**config.mk**
```make
export PLATFORM = sky130hd
export DESIGN_NAME = sub_seq_ctrl
export DESIGN_NICKNAME = d
export VERILOG_FILES = /design/src/rtl/sub_seq_pkg.sv /design/src/rtl/sub_seq_ctrl_sub.sv /design/src/rtl/sub_seq_ctrl.sv
export SDC_FILE = /design/constraint.sdc
export NUM_CORES = 1
export LEC_CHECK = 0
export BUFFER_PORTS_ARGS = -buffer_cell sky130_fd_sc_hd__buf_2
export CAP_MARGIN = 20
export CORE_UTILIZATION = 57
export CTS_BUF_LIST = sky130_fd_sc_hd__clkbuf_4 sky130_fd_sc_hd__clkbuf_8
export CTS_CLUSTER_SIZE = 40
export DETAILED_ROUTE_END_ITERATION = 8
export GPL_TIMING_DRIVEN = 0
export PLACE_DENSITY = 0.82
export SYNTH_ARGS = -nofsm -noshare
export SYNTH_HDL_FRONTEND = slang
export SYNTH_HIERARCHICAL = 1
export SYNTH_SLANG_ARGS = --single-unit
```
**constraint.sdc**
```tcl
create_clock -name clk -period 4.3 [get_ports clk]
set_input_delay 0.86 -clock clk [delete_from_list [all_inputs] [get_ports clk]]
set_output_delay 0.86 -clock clk [all_outputs]
set_load 0.02 [all_outputs]
```
**src/rtl/sub_seq_pkg.sv**
```systemverilog
// Shared types and constants for the byte-serial subtraction controller.
package sub_seq_pkg;

  localparam int BYTE_W = 8;

  typedef enum logic [1:0] {
    IDLE = 2'd0,
    CALC = 2'd1,
    DONE = 2'd2
  } state_t;

  function automatic int idx_width(input int nbytes);
    return (nbytes > 1) ? $clog2(nbytes) : 1;
  endfunction

endpackage

```
**src/rtl/sub_seq_ctrl_sub.sv**
```systemverilog
// Combinational 8-bit subtractor with borrow-in: {B_out, D} = A - B - Bin.
module sub_8bit_bin
  import sub_seq_pkg::*;
(
  input  logic [BYTE_W-1:0] A,
  input  logic [BYTE_W-1:0] B,
  input  logic              Bin,
  output logic [BYTE_W-1:0] D,
  output logic              B_out
);

  logic [BYTE_W:0] full;

  assign full  = {1'b0, A} - {1'b0, B} - {{BYTE_W{1'b0}}, Bin};
  assign D     = full[BYTE_W-1:0];
  assign B_out = full[BYTE_W];

endmodule

```
**src/rtl/sub_seq_ctrl.sv**
```systemverilog
// Byte-serial multi-word subtraction controller, LSB byte first, one shared 8-bit subtractor.
// Optional build macro SUB_SEQ_SAT_EN: saturate d to zero on underflow (b_out still reports it).
//
// state | meaning
// IDLE  | waiting for an operand pair, in_ready high
// CALC  | one byte per cycle through the shared subtractor
// DONE  | result presented, held until out_ready
module sub_seq_ctrl
  import sub_seq_pkg::*;
#(
  parameter int NBYTES = 4
) (
  input  logic                     clk,
  input  logic                     rst,
  input  logic                     in_valid,
  output logic                     in_ready,
  input  logic [BYTE_W*NBYTES-1:0] a,
  input  logic [BYTE_W*NBYTES-1:0] b,
  output logic                     out_valid,
  input  logic                     out_ready,
  output logic [BYTE_W*NBYTES-1:0] d,
  output logic                     b_out,
  output logic                     busy
);

  localparam int W     = BYTE_W * NBYTES;
  localparam int IDX_W = idx_width(NBYTES);
  localparam logic [IDX_W-1:0] LAST_IDX = IDX_W'(NBYTES - 1);

  state_t           state;
  logic [IDX_W-1:0] idx;
  logic             borrow;
  logic [W-1:0]     a_q;
  logic [W-1:0]     b_q;
  logic [W-1:0]     d_q;

  logic [BYTE_W-1:0] a_byte;
  logic [BYTE_W-1:0] b_byte;
  logic [BYTE_W-1:0] diff_byte;
  logic              bout_byte;
  logic              last_byte;

  assign a_byte    = a_q[BYTE_W*int'(idx) +: BYTE_W];
  assign b_byte    = b_q[BYTE_W*int'(idx) +: BYTE_W];
  assign last_byte = (idx == LAST_IDX);

  sub_8bit_bin u_sub (
    .A    (a_byte),
    .B    (b_byte),
    .Bin  (borrow),
    .D    (diff_byte),
    .B_out(bout_byte)
  );

  always_ff @(posedge clk or posedge rst) begin
    if (rst) begin
      state  <= IDLE;
      idx    <= '0;
      borrow <= 1'b0;
      a_q    <= '0;
      b_q    <= '0;
      d_q    <= '0;
    end else begin
      case (state)
        IDLE: begin
          if (in_valid) begin
            a_q    <= a;
            b_q    <= b;
            idx    <= '0;
            borrow <= 1'b0;
            d_q    <= '0;
            state  <= CALC;
          end
        end
        CALC: begin
          borrow <= bout_byte;
          d_q[BYTE_W*int'(idx) +: BYTE_W] <= diff_byte;
          if (last_byte) begin
`ifdef SUB_SEQ_SAT_EN
            // Underflow clamps the whole word; the final byte write is overridden.
            if (bout_byte) d_q <= '0;
`endif
            state <= DONE;
          end else begin
            idx <= idx + IDX_W'(1);
          end
        end
        DONE: begin
          if (out_ready) state <= IDLE;
        end
        default: state <= IDLE;
      endcase
    end
  end

  assign in_ready  = (state == IDLE);
  assign out_valid = (state == DONE);
  assign busy      = (state == CALC) || (state == DONE);
  assign d         = d_q;
  assign b_out     = borrow;

endmodule

```
==> impl_metrics.env <==
export IMPL_status="completed"
export IMPL_grt_start_max_net_pins=58
export IMPL_fillers=649
export IMPL_via_per_inst=5.57
export IMPL_ys_seq_area_share_pct=49.6
export IMPL_syn_area_um2=5090
export IMPL_synth_top_area_share_pct=49.6
export IMPL_core_um2=8680
export IMPL_slew_headroom_pct=60.9
export IMPL_cp_max_fo=10
export IMPL_finalHoldViolCount=0
export IMPL_tightestPinTransition_ns=0.570
export IMPL_cts_sinks=101
export IMPL_grt_pass1_vias=3641
export IMPL_clockBufferDepth=2
export IMPL_worstSetupPathType="flip-flop to flip-flop"
export IMPL_synth_fp_nets=495
export IMPL_cp_top_family="adder cells"
export IMPL_skew_ns=0.0125
export IMPL_cts_tree="done"
export IMPL_io_buffers=103
export IMPL_place_congestion=0.871
export IMPL_synth_area_leaders="dfrtp_1, mux2_2, mux4_2"
export IMPL_slew_viol_final=0
export IMPL_synth_flop_cell="dfrtp_1"
export IMPL_cts_max_level=3
export IMPL_synth_edf_count=0
export IMPL_final_nets=610
export IMPL_async_flop_share_pct=100
export IMPL_grt_ovfl_total=0
export IMPL_cts_resized=0
export IMPL_cp_required_ns=4.59
export IMPL_yosysWarnings=6
export IMPL_yosys_area_top_type="dfrtp_1"
export IMPL_hpwl_um=7790
export IMPL_min_period_over_period_pct=82.9
export IMPL_synth_common_cells="dfrtp_1, mux2_2, inv_1"
export IMPL_root_buffer="clkbuf_8"
export IMPL_dieArea_um2=9320
export IMPL_final_cell_area_um2=5970
export IMPL_drc=0
export IMPL_diodes=0
export IMPL_avgSynthCellArea_um2=12.7
export IMPL_globalRouteTotalUtil_pct=24.7
export IMPL_drive_gt1_share_pct=43.5
export IMPL_worst_hold_slack_ns=0.491
export IMPL_worst_path_buf_inv=2
export IMPL_die_w_um=96.5
export IMPL_synthDistinctLibCells=47
export IMPL_drv_cap=0
export IMPL_rsz0062_at_grt="no"
export IMPL_syn_instance_count=402
export IMPL_ant_nets=0
export IMPL_antenna_found_initial=0
export IMPL_area_growth_pct=17.1
export IMPL_cpMaxStageDelayCell="mux4_2"
export IMPL_dpl_cell_area_um2=5770
export IMPL_start_util_pct=58.7
export IMPL_wirelength_um=10400
export IMPL_dp_cells=614
export IMPL_endpoint_kind="flip-flop"
export IMPL_setup_violations=0
export IMPL_clkTransAtPathRegs_ns=0.10
export IMPL_fp_dieH_um=96.5
export IMPL_post_cts_buffers=0
export IMPL_yosysMostFrequentCell="dfrtp_1"
export IMPL_drt_initial_drc_count=130
export IMPL_pin_count=104
export IMPL_clk_latency_ns=0.37
export IMPL_cpPeakStageDelay_ns=0.60
export IMPL_grt_pass1_wl_um=17000
export IMPL_fin_ws_ns=0.734
export IMPL_pre_cts_ws_ns=0.726
export IMPL_crit_arrival_ns=3.86
export IMPL_dr_pass1_iters=4
export IMPL_final_cell_count_no_fill=630
export IMPL_cts_made_buffers=9
export IMPL_wl_per_cell_um=16.5
export IMPL_critPathLaunchType="flip-flop"
export IMPL_finalCriticalPeriod_ns=3.57
export IMPL_path_cells="buf_2 > mux4_2 > fa_1 > inv_1 > ha_1 > o21ai_1 > a21boi_2 > o22ai_1 > xnor2_1 > nand3_1 > o21ai_0"
export IMPL_hold_buffers=0
export IMPL_holdCritPathClass="flip-flop to flip-flop"
export IMPL_num_rows=34
export IMPL_vias=3511
export IMPL_fmax_ghz=0.280
export IMPL_ys_seq_elements=101
cell families (layout without fill, tap and decap cells):
family | Yosys count | count (layout) | share of synthesized area, %
fa+ha+maj | 25 | 25 | 6.44
flops | 101 | 101 | 49.6
buf+inv | 58 | 178 | 4.99
compound gates | 53 | 53 | 7.52
simple gates | 68 | 68 | 6.95
mux | 92 | 92 | 23.6
xor+xnor | 5 | 5 | 0.860
placed cells by master (no fill, tap or decap), drive strengths merged, types with 2 or more instances in the layout:
master	instances
xor2	2
dfrtp	101
clkbuf	14
a31oi	3
o211ai	2
mux4	16
xnor2	3
nor2b	2
o22ai	3
fa	2
nand3	28
ha	23
or2b	3
and2b	2
clkinvlp	2
nand2b	2
mux2	66
nor2	6
inv	41
a21oi	4
o21ai	18
o2bb2ai	16
nand2	16
buf	120
mux2i	10
a21boi	2
metal layers:
layer,up-vias,wire (µm),GRT usage (%)
li1,1660,-,-
met1,1726,4480,31.6
met2,113,5140,41.8
met5,-,0,0
met3,12,619,6.10
met4,0,171,7.35
final cells by class:
class / instances / area (µm²) / share of cell area (%)
sequential: 101 / 2530 / 42.4
multi-input combinational: 243 / 2310 / 38.8
timing repair buffer: 104 / 543 / 9.10
inverter: 38 / 148 / 2.47
clock buffer: 10 / 138 / 2.31
tap: 108 / 135 / 2.26
buffer: 20 / 109 / 1.82
clock inverter: 6 / 55.1 / 0.923
through the flow:
step / util [%] / TNS (ns)
after floorplan: - / 0
after global placement: 66.2 / -19.50
after detailed placement: 66.5 / 0
after CTS: 68.8 / 0
after global routing: 68.8 / 0
final: 68.8 / 0
final timing paths:
path                       slack (ns)               start  depth (start not counted)                   to
min                              0.49   d[27]$_DFFE_PP0P_                          1    d[27]$_DFFE_PP0P_
min reg2reg                      0.49   d[27]$_DFFE_PP0P_                          1    d[27]$_DFFE_PP0P_
min in group asynchronous        0.55                 rst                          2   a_q[8]$_DFFE_PP0P_
max reg2reg                      0.73  idx[0]$_DFFE_PP0P_                         11    d[21]$_DFFE_PP0P_
max in group asynchronous        3.07                 rst                          3  b_q[28]$_DFFE_PP0P_
max                              0.73  idx[0]$_DFFE_PP0P_                         11    d[21]$_DFFE_PP0P_
state kept, by name (all words and copies together) (netlist names):
signal  count
idx         2
d          32
b_q        32
b_out       1
a_q        32
state       2
worst reg2reg max path: stages (launching register included):
cell      delay (ns)
dfrtp_1         0.47
buf_2           0.38
mux4_2          0.61
fa_1            0.52
inv_1           0.09
ha_1            0.14
o21ai_1         0.09
a21boi_2        0.23
o22ai_1         0.14
xnor2_1         0.47
nand3_1         0.15
o21ai_0         0.20
Power is left out: the tool's default activity adds up to more than one toggle a clock period on the data nets, which glitch-free logic cannot reach.
